===== src/rtl/uart_pkg.sv =====
// Shared types and helpers for the FIFO-fed serial transmitter.
package uart_pkg;

  // Transmitter phases: idle line, start bit, data bits, stop bit(s).
  typedef enum logic [1:0] {
    IDLE  = 2'd0,
    START = 2'd1,
    DATA  = 2'd2,
    STOP  = 2'd3
  } tx_state_t;

  // Clock cycles from the first start-bit cycle to the end of the last stop bit.
  function automatic int frame_cycles(input int data_width, input int clk_div,
                                      input int stop_bits);
    return (1 + data_width + stop_bits) * clk_div;
  endfunction

endpackage


===== src/rtl/sa_fifo_uart_tx_baud_gen.sv =====
// Restartable modulo-(limit+1) tick counter that times the serial bit periods.
module baud_gen #(
  parameter int CntW = 4
) (
  input  logic            clk,
  input  logic            rst_n,
  input  logic            restart,
  input  logic [CntW-1:0] limit,
  output logic            tick
);

  logic [CntW-1:0] cnt_q, cnt_d;

  // The period ends on the cycle where the count sits at its limit.
  assign tick = (cnt_q == limit);

  // Next count: wrap on tick, hold at zero while restart is asserted.
  always_comb begin
    // NOTE: every combinational output gets a default first, so no path leaves it unassigned (no latch).
    cnt_d = cnt_q + 1'b1;
    if (restart || tick) begin
      cnt_d = '0;
    end
  end

  // Count register.
  always_ff @(posedge clk or negedge rst_n) begin
    // NOTE: state registers use non-blocking assignments so every flop samples pre-edge values.
    if (!rst_n) begin
      cnt_q <= '0;
    end else begin
      cnt_q <= cnt_d;
    end
  end

endmodule


===== src/rtl/sa_fifo_uart_tx.sv =====
// Serialises words popped from a show-ahead FIFO into start/data/stop frames.
module sa_fifo_uart_tx
  import uart_pkg::*;
#(
  parameter int DataWidth = 8,
  parameter int ClkDiv    = 16,
  parameter int StopBits  = 1
) (
  input  logic                 clk,
  input  logic                 rst_n,
  input  logic                 sclr,
  input  logic                 en,
  input  logic                 empty,
  input  logic [DataWidth-1:0] q,
  output logic                 ack,
  output logic                 txd,
  output logic                 busy
);

  // Baud counter is wide enough to time the whole stop phase in one run.
  localparam int BaudW = $clog2(ClkDiv * StopBits);
  localparam int BitW  = (DataWidth > 1) ? $clog2(DataWidth) : 1;

  localparam logic [BaudW-1:0] BitLimit  = BaudW'(ClkDiv - 1);
  localparam logic [BaudW-1:0] StopLimit = BaudW'(ClkDiv * StopBits - 1);
  localparam logic [BitW-1:0]  LastBit   = BitW'(DataWidth - 1);

  if (ClkDiv < 2) begin : g_bad_clk_div
    $error("sa_fifo_uart_tx: ClkDiv must be at least 2");
  end
  if (StopBits != 1 && StopBits != 2) begin : g_bad_stop_bits
    $error("sa_fifo_uart_tx: StopBits must be 1 or 2");
  end
  if (DataWidth < 1) begin : g_bad_data_width
    $error("sa_fifo_uart_tx: DataWidth must be at least 1");
  end

  tx_state_t            state_q, state_d;
  logic                 txd_q, txd_d;
  logic [DataWidth-1:0] shreg_q, shreg_d;
  logic [BitW-1:0]      bit_cnt_q, bit_cnt_d;
  logic [DataWidth-1:0] shreg_shift;
  logic                 baud_tick;
  logic                 baud_restart;
  logic [BaudW-1:0]     baud_limit;

  // Pop only from idle, and never during a clear or reset, so no word is dropped.
  assign ack  = (state_q == IDLE) & en & ~empty & ~sclr & rst_n;
  assign txd  = txd_q;
  assign busy = (state_q != IDLE);

  // The counter is parked at zero while idle, so the start bit gets a full period.
  assign baud_restart = sclr | (state_q == IDLE);
  assign baud_limit   = (state_q == STOP) ? StopLimit : BitLimit;
  assign shreg_shift  = shreg_q >> 1;

  baud_gen #(
    .CntW (BaudW)
  ) u_baud_gen (
    .clk     (clk),
    .rst_n   (rst_n),
    .restart (baud_restart),
    .limit   (baud_limit),
    .tick    (baud_tick)
  );

  // Next-state and line-level decode; sclr overrides any phase.
  always_comb begin
    state_d   = state_q;
    txd_d     = txd_q;
    shreg_d   = shreg_q;
    bit_cnt_d = bit_cnt_q;
    unique case (state_q)
      IDLE: begin
        if (ack) begin
          shreg_d = q;
          txd_d   = 1'b0;
          state_d = START;
        end
      end
      START: begin
        if (baud_tick) begin
          txd_d     = shreg_q[0];
          bit_cnt_d = '0;
          state_d   = DATA;
        end
      end
      DATA: begin
        if (baud_tick) begin
          if (bit_cnt_q < LastBit) begin
            shreg_d   = shreg_shift;
            txd_d     = shreg_shift[0];
            bit_cnt_d = bit_cnt_q + 1'b1;
          end else begin
            txd_d   = 1'b1;
            state_d = STOP;
          end
        end
      end
      STOP: begin
        if (baud_tick) begin
          state_d = IDLE;
        end
      end
      default: state_d = IDLE;
    endcase
    if (sclr) begin
      state_d   = IDLE;
      txd_d     = 1'b1;
      bit_cnt_d = '0;
    end
  end

  // State, line and datapath registers.
  always_ff @(posedge clk or negedge rst_n) begin
    if (!rst_n) begin
      state_q   <= IDLE;
      txd_q     <= 1'b1;
      bit_cnt_q <= '0;
      // NOTE: the shift register is reset too; it is a single word, not a memory array.
      shreg_q   <= '0;
    end else begin
      state_q   <= state_d;
      txd_q     <= txd_d;
      bit_cnt_q <= bit_cnt_d;
      shreg_q   <= shreg_d;
    end
  end

  // A pop always moves the block out of idle, so ack is a single-cycle pulse.
  a_ack_single : assert property (@(posedge clk) disable iff (!rst_n) ack |=> !ack);
  a_ack_busy   : assert property (@(posedge clk) disable iff (!rst_n) ack |=> busy);

endmodule


===== config.mk =====
export PLATFORM = sky130hd
export DESIGN_NAME = sa_fifo_uart_tx
export DESIGN_NICKNAME = d
export VERILOG_FILES = /design/src/rtl/uart_pkg.sv /design/src/rtl/sa_fifo_uart_tx_baud_gen.sv /design/src/rtl/sa_fifo_uart_tx.sv
export SDC_FILE = /design/constraint.sdc
export NUM_CORES = 1
export LEC_CHECK = 0
export ABC_AREA = 1
export CORE_UTILIZATION = 40
export CTS_CLUSTER_SIZE = 28
export DETAILED_ROUTE_END_ITERATION = 12
export GPL_TIMING_DRIVEN = 1
export PLACE_DENSITY = 0.71
export SYNTH_ARGS = -nofsm -noshare
export SYNTH_HDL_FRONTEND = slang
export SYNTH_SLANG_ARGS = --single-unit
export TNS_END_PERCENT = 50

===== constraint.sdc =====
create_clock -name clk -period 1.7 [get_ports clk]
set_input_delay 0.51 -clock clk [delete_from_list [all_inputs] [get_ports clk]]
set_output_delay 0.51 -clock clk [all_outputs]
set_load 0.1 [all_outputs]

==> results of run 1 <==
-- sequential cells by signal (all words and copies together) (netlist names) --
| name | count |
|---|---|
| bit_cnt_q | 3 |
| txd | 1 |
| state_q | 2 |
| u_baud_gen.cnt_q | 4 |
| shreg_q | 8 |
-- cell families after synthesis --
kind of cell / count (synthesis) / share of synthesized area (%)
AOI/OAI and AO/OA: 2 / 0.858
xor gates and xnor gates: 1 / 0.751
adders and majority gates: 6 / 6.44
buffers and inverters: 16 / 7.08
DFF: 18 / 38.7
and+or+nand+nor: 108 / 46.1
-- layout by cell type, fill, tap and decap left out, types with 2 or more instances in the layout --
master	n
nand2_1	63
buf_4	22
dfrtp_1	17
nor2_1	11
nand3_1	10
nand4_1	10
clkdlybuf4s50_1	10
inv_1	7
ha_1	5
inv_2	4
clkbuf_4	3
buf_12	3
nand3_4	2
nand2_4	2
nand2_2	2
-- routing by layer --
layer | global-route usage, % | up-vias | share of wire, %
met5 | 0 | - | 0
met1 | 19.2 | 534 | 42
met3 | 3.02 | 2 | 4.1
li1 | - | 563 | -
met4 | 7.32 | 0 | 0.46
met2 | 33.5 | 29 | 54
-- worst max-delay path by stage --
stage | startpoint | end | slack [ns] | cells past startpoint
floorplan | state_q[0] | ack | -0.15 | 6
global route | state_q[0] | ack | -0.33 | 7
detailed placement | rst_n | ack | -0.32 | 6
finish | state_q[1] | ack | -0.27 | 7
global placement | rst_n | ack | -0.29 | 6
CTS | state_q[0] | ack | -0.29 | 7
-- worst reg2reg max path, cell delays in order (launching register included) --
cell and delay, ns:
dfrtp_1 0.41, inv_2 0.08, ha_4 0.19, inv_12 0.03, nor2_4 0.10, nand3_4 0.09
buf_4 0.14, buf_4 0.13, nand2_4 0.08, nand3_4 0.11, nand2_1 0.09, nand2_1 0.05
-- where the power goes --
part,internal [W],switching [W],leakage (nW)
logic,0.000659,0.000883,0.609
clock network,0.000131,0.000141,0.0210
registers,0.000579,0.0000919,0.233
total,0.00137,0.00112,0.863
-- timing repair --
item,CTS,global route
gates resized for setup,2,5
setup buffers,5,3
hold endpoints to repair,0,0
pin swaps,4,2
setup endpoints to repair,1,11
-- cell type report --
type,instances,area [sq um]
Multi-Input combinational cell,117,663
Sequential cell,18,452
Inverter,13,65.1
Fill cell,274,1140
Tap cell,31,38.8
Clock buffer,4,36.3
Timing Repair Buffer,38,358
-- stage by stage --
step	instance area, sq um	total power, W	hold slack [ns]
after floorplan	1210	0.00164	0.214
after global placement	1510	0.00205	0.444
after detailed placement	1510	0.00210	0.453
after CTS	1580	0.00244	0.321
after global routing	1610	0.00267	0.317
final	1610	0.00249	0.308
==> run_results.csv, run 1 <==
group,metric,value,unit
outcome,outcome,"finished, violations left",
outcome,violations,"setup timing",
floorplanning,core_area,2760,sq um
floorplanning,rows,19,
synth,ys_seq_area_share,38.7,%
sta,setup_tns,-0.471,ns
setup_path,start_kind,"flip-flop",
sta,fin_worst_skew,0.00437,ns
setup_path,rr_startpoint,"state_q[1]",
cts,htreeDepth,1,
cts,cts_max_path_buffers,2,
synth,synth_edf_count,0,
setup_path,path_cells,"inv_2 > ha_4 > inv_12 > nor2_4 > nand3_4 > clkinvlp_4 > buf_12",
setup_path,crit_slowest_cell,"dfrtp_1",
run,maxCapViolCount,0,
sta,fin_crit_sh,116,%
sta,relSlewSlack,79.2,%
cts,clock-root-buffer,"clkbuf_4",
synth,synth_seq_cells,18,
detailed_routing,drtPass1Iterations,4,
setup_path,crit_type,"reg2out",
power_and_ir_drop,vdd_drop_max,1.31,mV
cts,cts_buffers,3,
placement,dp.cells,209,
synth,async_reset_ff_share,100,%
synth,synth.top_cell.area_share,36.5,%
sta,maxSlewViolCount,0,
floorplanning,die_w,56.0,um
setup_path,cp_num_buf_inv,4,
synth,synthFlopType,"dfrtp_1",
setup_path,path_max_fanout,2,
cts,path_clk_slew,0.11,ns
floorplanning,ios,16,
cts,cts_tree,"done",
detailed_routing,drc,0,
global_route,grt_pass1_wl,4430,um
setup_path,cp.arrival,1.46,ns
sta,rsz0062_at_grt,"yes",
setup_path,r2r_cells,11,
sta,tightest_slew,0.311,ns
power_and_ir_drop,p_per_area,1540,nW/um^2
sta,setup_violations,2,
setup_path,crit_family,"flip-flops",
global_route,antenna_found_initial,0,
global_route,grt_overflow,0,
synth,syn-num-nets,170,
synth,syn_avg_cell_area,7.72,sq um
global_route,grt_max_degree,19,
floorplanning,dieArea,3140,sq um
power_and_ir_drop,p_leak,0.863,nW
synth,synth_area_leader_cell,"dfrtp_1",
detailed_routing,drt_first_iter_violations,19,
synth,postSynthCellCount,151,
placement,dp_slack,-0.319,ns
cts,clk_latency,0.30,ns
detailed_routing,drt-wirelength-per-cell,11.7,um
cts,clock_sinks,18,
min_path,hold_class,"in2async",
cells_and_area,instances_no_fill,221,
setup_path,crit_path_end_kind,"primary output",
floorplanning,start_util,42.3,%
sta,fmax,0.508,GHz
placement,place_congestion,0.883,
sta,worst_slack,-0.267,ns
synth,synth_most_common_cell,"nand2_1",
floorplanning,die_h,56.0,um
cells_and_area,nNetsFinal,210,
cts,cts_hold_buffers,0,
placement,post-dp-hpwl,1950,um
sta,period_needed,1.97,ns
setup_path,rrSetupSlack,0.08,ns
cells_and_area,syn_to_final_growth,38.3,%
sta,finalHoldViolCount,0,
cells_and_area,antenna_cells,0,
cells_and_area,final_util,58.5,%
cells_and_area,drive_above_1_share,26.8,%
setup_path,worstPathRequired,1.19,ns
synth,ys_warn_count,0,
synth,synth_area_leaders,"dfrtp_1 (36%), nand2_1 (21%), ha_1 (6.4%)",
setup_path,slowest_delay,0.41,ns
synth,netlist_area,1170,sq um
setup_path,timing.rr.end,"shreg_q[3]",
synth,synth_common_cells,"nand2_1 (64), dfrtp_1 (17), inv_1 (11), nor2_1 (11)",
placement,portBuffers,15,
global_route,grt_pass1_vias,1138,
detailed_routing,dr_total_vias,1128,
detailed_routing,via_per_inst,5.10,
global_route,grt_use_total,17.7,%
synth,synth_cell_types,23,
detailed_routing,drt_wl_total,2590,um
detailed_routing,postRouteAntennaNets,0,
Note: power is estimated with default switching activity, not from simulation.
==> inputs of run 2 (changes only) <==
CAP_MARGIN = 20   (was not set)
CORE_MARGIN = 4   (was not set)
==> run 2 against run 1 <==
Net effect: the flow still finishes with violations (setup timing); cell count shrank 1.4%; die area grew 23%; first-iteration DRC count grew 74%; largest power group unchanged; power shrank 5.1%; worst setup slack gained 0.027 ns; final area shrank 2.4%; via count shrank 3.3%; sequential cell count is the same; global-route usage shrank 3.6 points; non-clock buffer count shrank 3; register-to-register slack gained 0.04 ns; hold slack is essentially flat.
==> run_results.csv, run 2 (synthesized netlist as in run 1, its figures left out) <==
group,metric,value,unit
outcome,outcome,"finished, violations left",
outcome,violations,"setup timing",
sta,fin_worst_skew,0.00924,ns
detailed_routing,drt-wirelength-per-cell,11.2,um
cts,cts_buffers,3,
power_and_ir_drop,p_total,0.00236,W
global_route,antenna_found_initial,0,
cells_and_area,regArea,452,sq um
detailed_routing,dr_total_vias,1091,
cells_and_area,nFillCells,274,
sta,tightest_slew,0.298,ns
floorplanning,ios,16,
setup_path,cp.arrival,1.43,ns
floorplanning,core_area,2780,sq um
floorplanning,start_util,41.9,%
cells_and_area,antenna_cells,0,
sta,worst_slack,-0.241,ns
cts,clk_latency,0.29,ns
cells_and_area,regMostFlops,"shreg_q",
floorplanning,rows,19,
sta,relSlewSlack,80.1,%
sta,fmax,0.515,GHz
sta,period_needed,1.94,ns
global_route,grt_use_total,14.1,%
sta,maxSlewViolCount,0,
detailed_routing,drt_wl_total,2430,um
cts,cts_max_path_buffers,2,
placement,post-dp-hpwl,1920,um
cells_and_area,final_common_cell,"nand2_1",
cells_and_area,mostFrequentLayoutCells,"nand2_1 (64), buf_4 (19), dfrtp_1 (17)",
sta,fin_crit_sh,114,%
cts,htreeDepth,1,
cells_and_area,multi_input_area,657,sq um
cts,clock_sinks,18,
cts,cts_hold_buffers,0,
min_path,hold_class,"in2async",
cells_and_area,largest_reg_flops,8,
setup_path,start_kind,"input pin",
sta,rsz0062_at_grt,"yes",
floorplanning,die_w,62.0,um
detailed_routing,postRouteAntennaNets,0,
cts,path_clk_slew,0.11,ns
cts,clock-root-buffer,"clkbuf_4",
setup_path,worstPathRequired,1.19,ns
global_route,grt_max_degree,19,
cells_and_area,syn_to_final_growth,35.0,%
power_and_ir_drop,p_leak,0.841,nW
placement,portBuffers,15,
power_and_ir_drop,vdd_drop_max,1.15,mV
setup_path,crit_path_end_kind,"primary output",
detailed_routing,drc,0,
setup_path,crit_type,"in2out",
sta,finalHoldViolCount,0,
cells_and_area,top_regs,"shreg_q: 8 flops, u_baud_gen.cnt_q: 4 flops, bit_cnt_q: 3 flops",
setup_path,path_max_fanout,2,
sta,setup_violations,2,
run,maxCapViolCount,0,
cts,cts_tree,"done",
global_route,grt_pass1_vias,1044,
placement,place_congestion,0.822,
sta,setup_tns,-0.423,ns
detailed_routing,drtPass1Iterations,4,
setup_path,rrSetupSlack,0.12,ns
global_route,grt_pass1_wl,4150,um
cells_and_area,drive_above_1_share,24.1,%
global_route,grt_overflow,0,
floorplanning,dieArea,3840,sq um
detailed_routing,drt_first_iter_violations,33,
floorplanning,die_h,62.0,um
power_and_ir_drop,p_per_area,1500,nW/um^2
cells_and_area,nNetsFinal,207,
detailed_routing,via_per_inst,5.00,
run 2: cell count changes in the layout (fill, tap and decap cells not counted):
cell,before,now
buf_4,22,19
o21ai_2,1,0
o21ai_0,1,2
clkbuf_8,1,0
nand2_1,63,64
nand2_2,2,1
clkbuf_1,0,1
run 2: timing repair:
action | in CTS | in global routing
pin swaps | 4 | 2
gates resized for setup | 2 | 2
gates cloned | 0 | 0
setup buffers | 3 | 2
endpoints found under the setup margin | 1 | 6
hold endpoints to repair | 0 | 0
run 2: layer usage:
metal | wire (um) | share of wire, % | vias to the layer above | GRT usage [%]
met5 | 0 | 0 | - | 0
met4 | 0 | 0 | 0 | 4.24
met3 | 102 | 4.2 | 0 | 2.27
met2 | 1240 | 51 | 28 | 25.0
met1 | 1090 | 45 | 507 | 17.3
li1 | - | - | 556 | -
run 2: final cells by class:
cell class	count	share of cell area, %
Multi-Input combinational cell	117	41.7
Sequential cell	18	28.7
Timing Repair Buffer	35	21.3
Inverter	13	4.13
Tap cell	31	2.46
Clock buffer	4	1.67
run 2: worst paths after layout:
| kind | start | end | cells after the start |
|---|---|---|---|
| min in group clk | u_baud_gen.cnt_q[0] | u_baud_gen.cnt_q[0] | 1 |
| max in group asynchronous | rst_n | txd | 2 |
| setup reg to reg | state_q[1] | shreg_q[3] | 11 |
| setup / recovery | en | ack | 6 |
| hold / removal | rst_n | shreg_q[1] | 2 |
| hold reg to reg | u_baud_gen.cnt_q[0] | u_baud_gen.cnt_q[0] | 1 |
run 2: power by group:
part | total (W) | switching (W) | internal, W | leakage [nW]
logic | 0.00147 | 0.000851 | 0.000615 | 0.594
clock network | 0.000223 | 0.000132 | 0.0000911 | 0.0150
registers | 0.000669 | 0.0000892 | 0.000580 | 0.233
run 2: metrics by stage:
stage          setup slack (ns)  hold WS, ns  utilization, %  cell area (sq um)  instances
2_1_floorplan            -0.145        0.214               -               1210        151
3_3_place_gp             -0.286        0.443            54.1               1510        209
3_5_place_dp             -0.307        0.452            54.1               1510        209
4_1_cts                  -0.280        0.318            55.8               1550        216
5_1_grt                  -0.316        0.324            56.6               1570        218
6_report                 -0.241        0.308            56.6               1570        218
run 2: worst max-delay path, stage by stage:
cell	delay, ns
clkdlybuf4s50_1	0.45
nand2_1	0.07
inv_2	0.07
nand3_4	0.08
clkinvlp_4	0.09
buf_12	0.16
==> inputs of run 3 (changes only) <==
CAP_MARGIN = not set   (was 20)
==> results of run 3 <==
No change in the layout: final DEF, timing and power equal those of run 2.
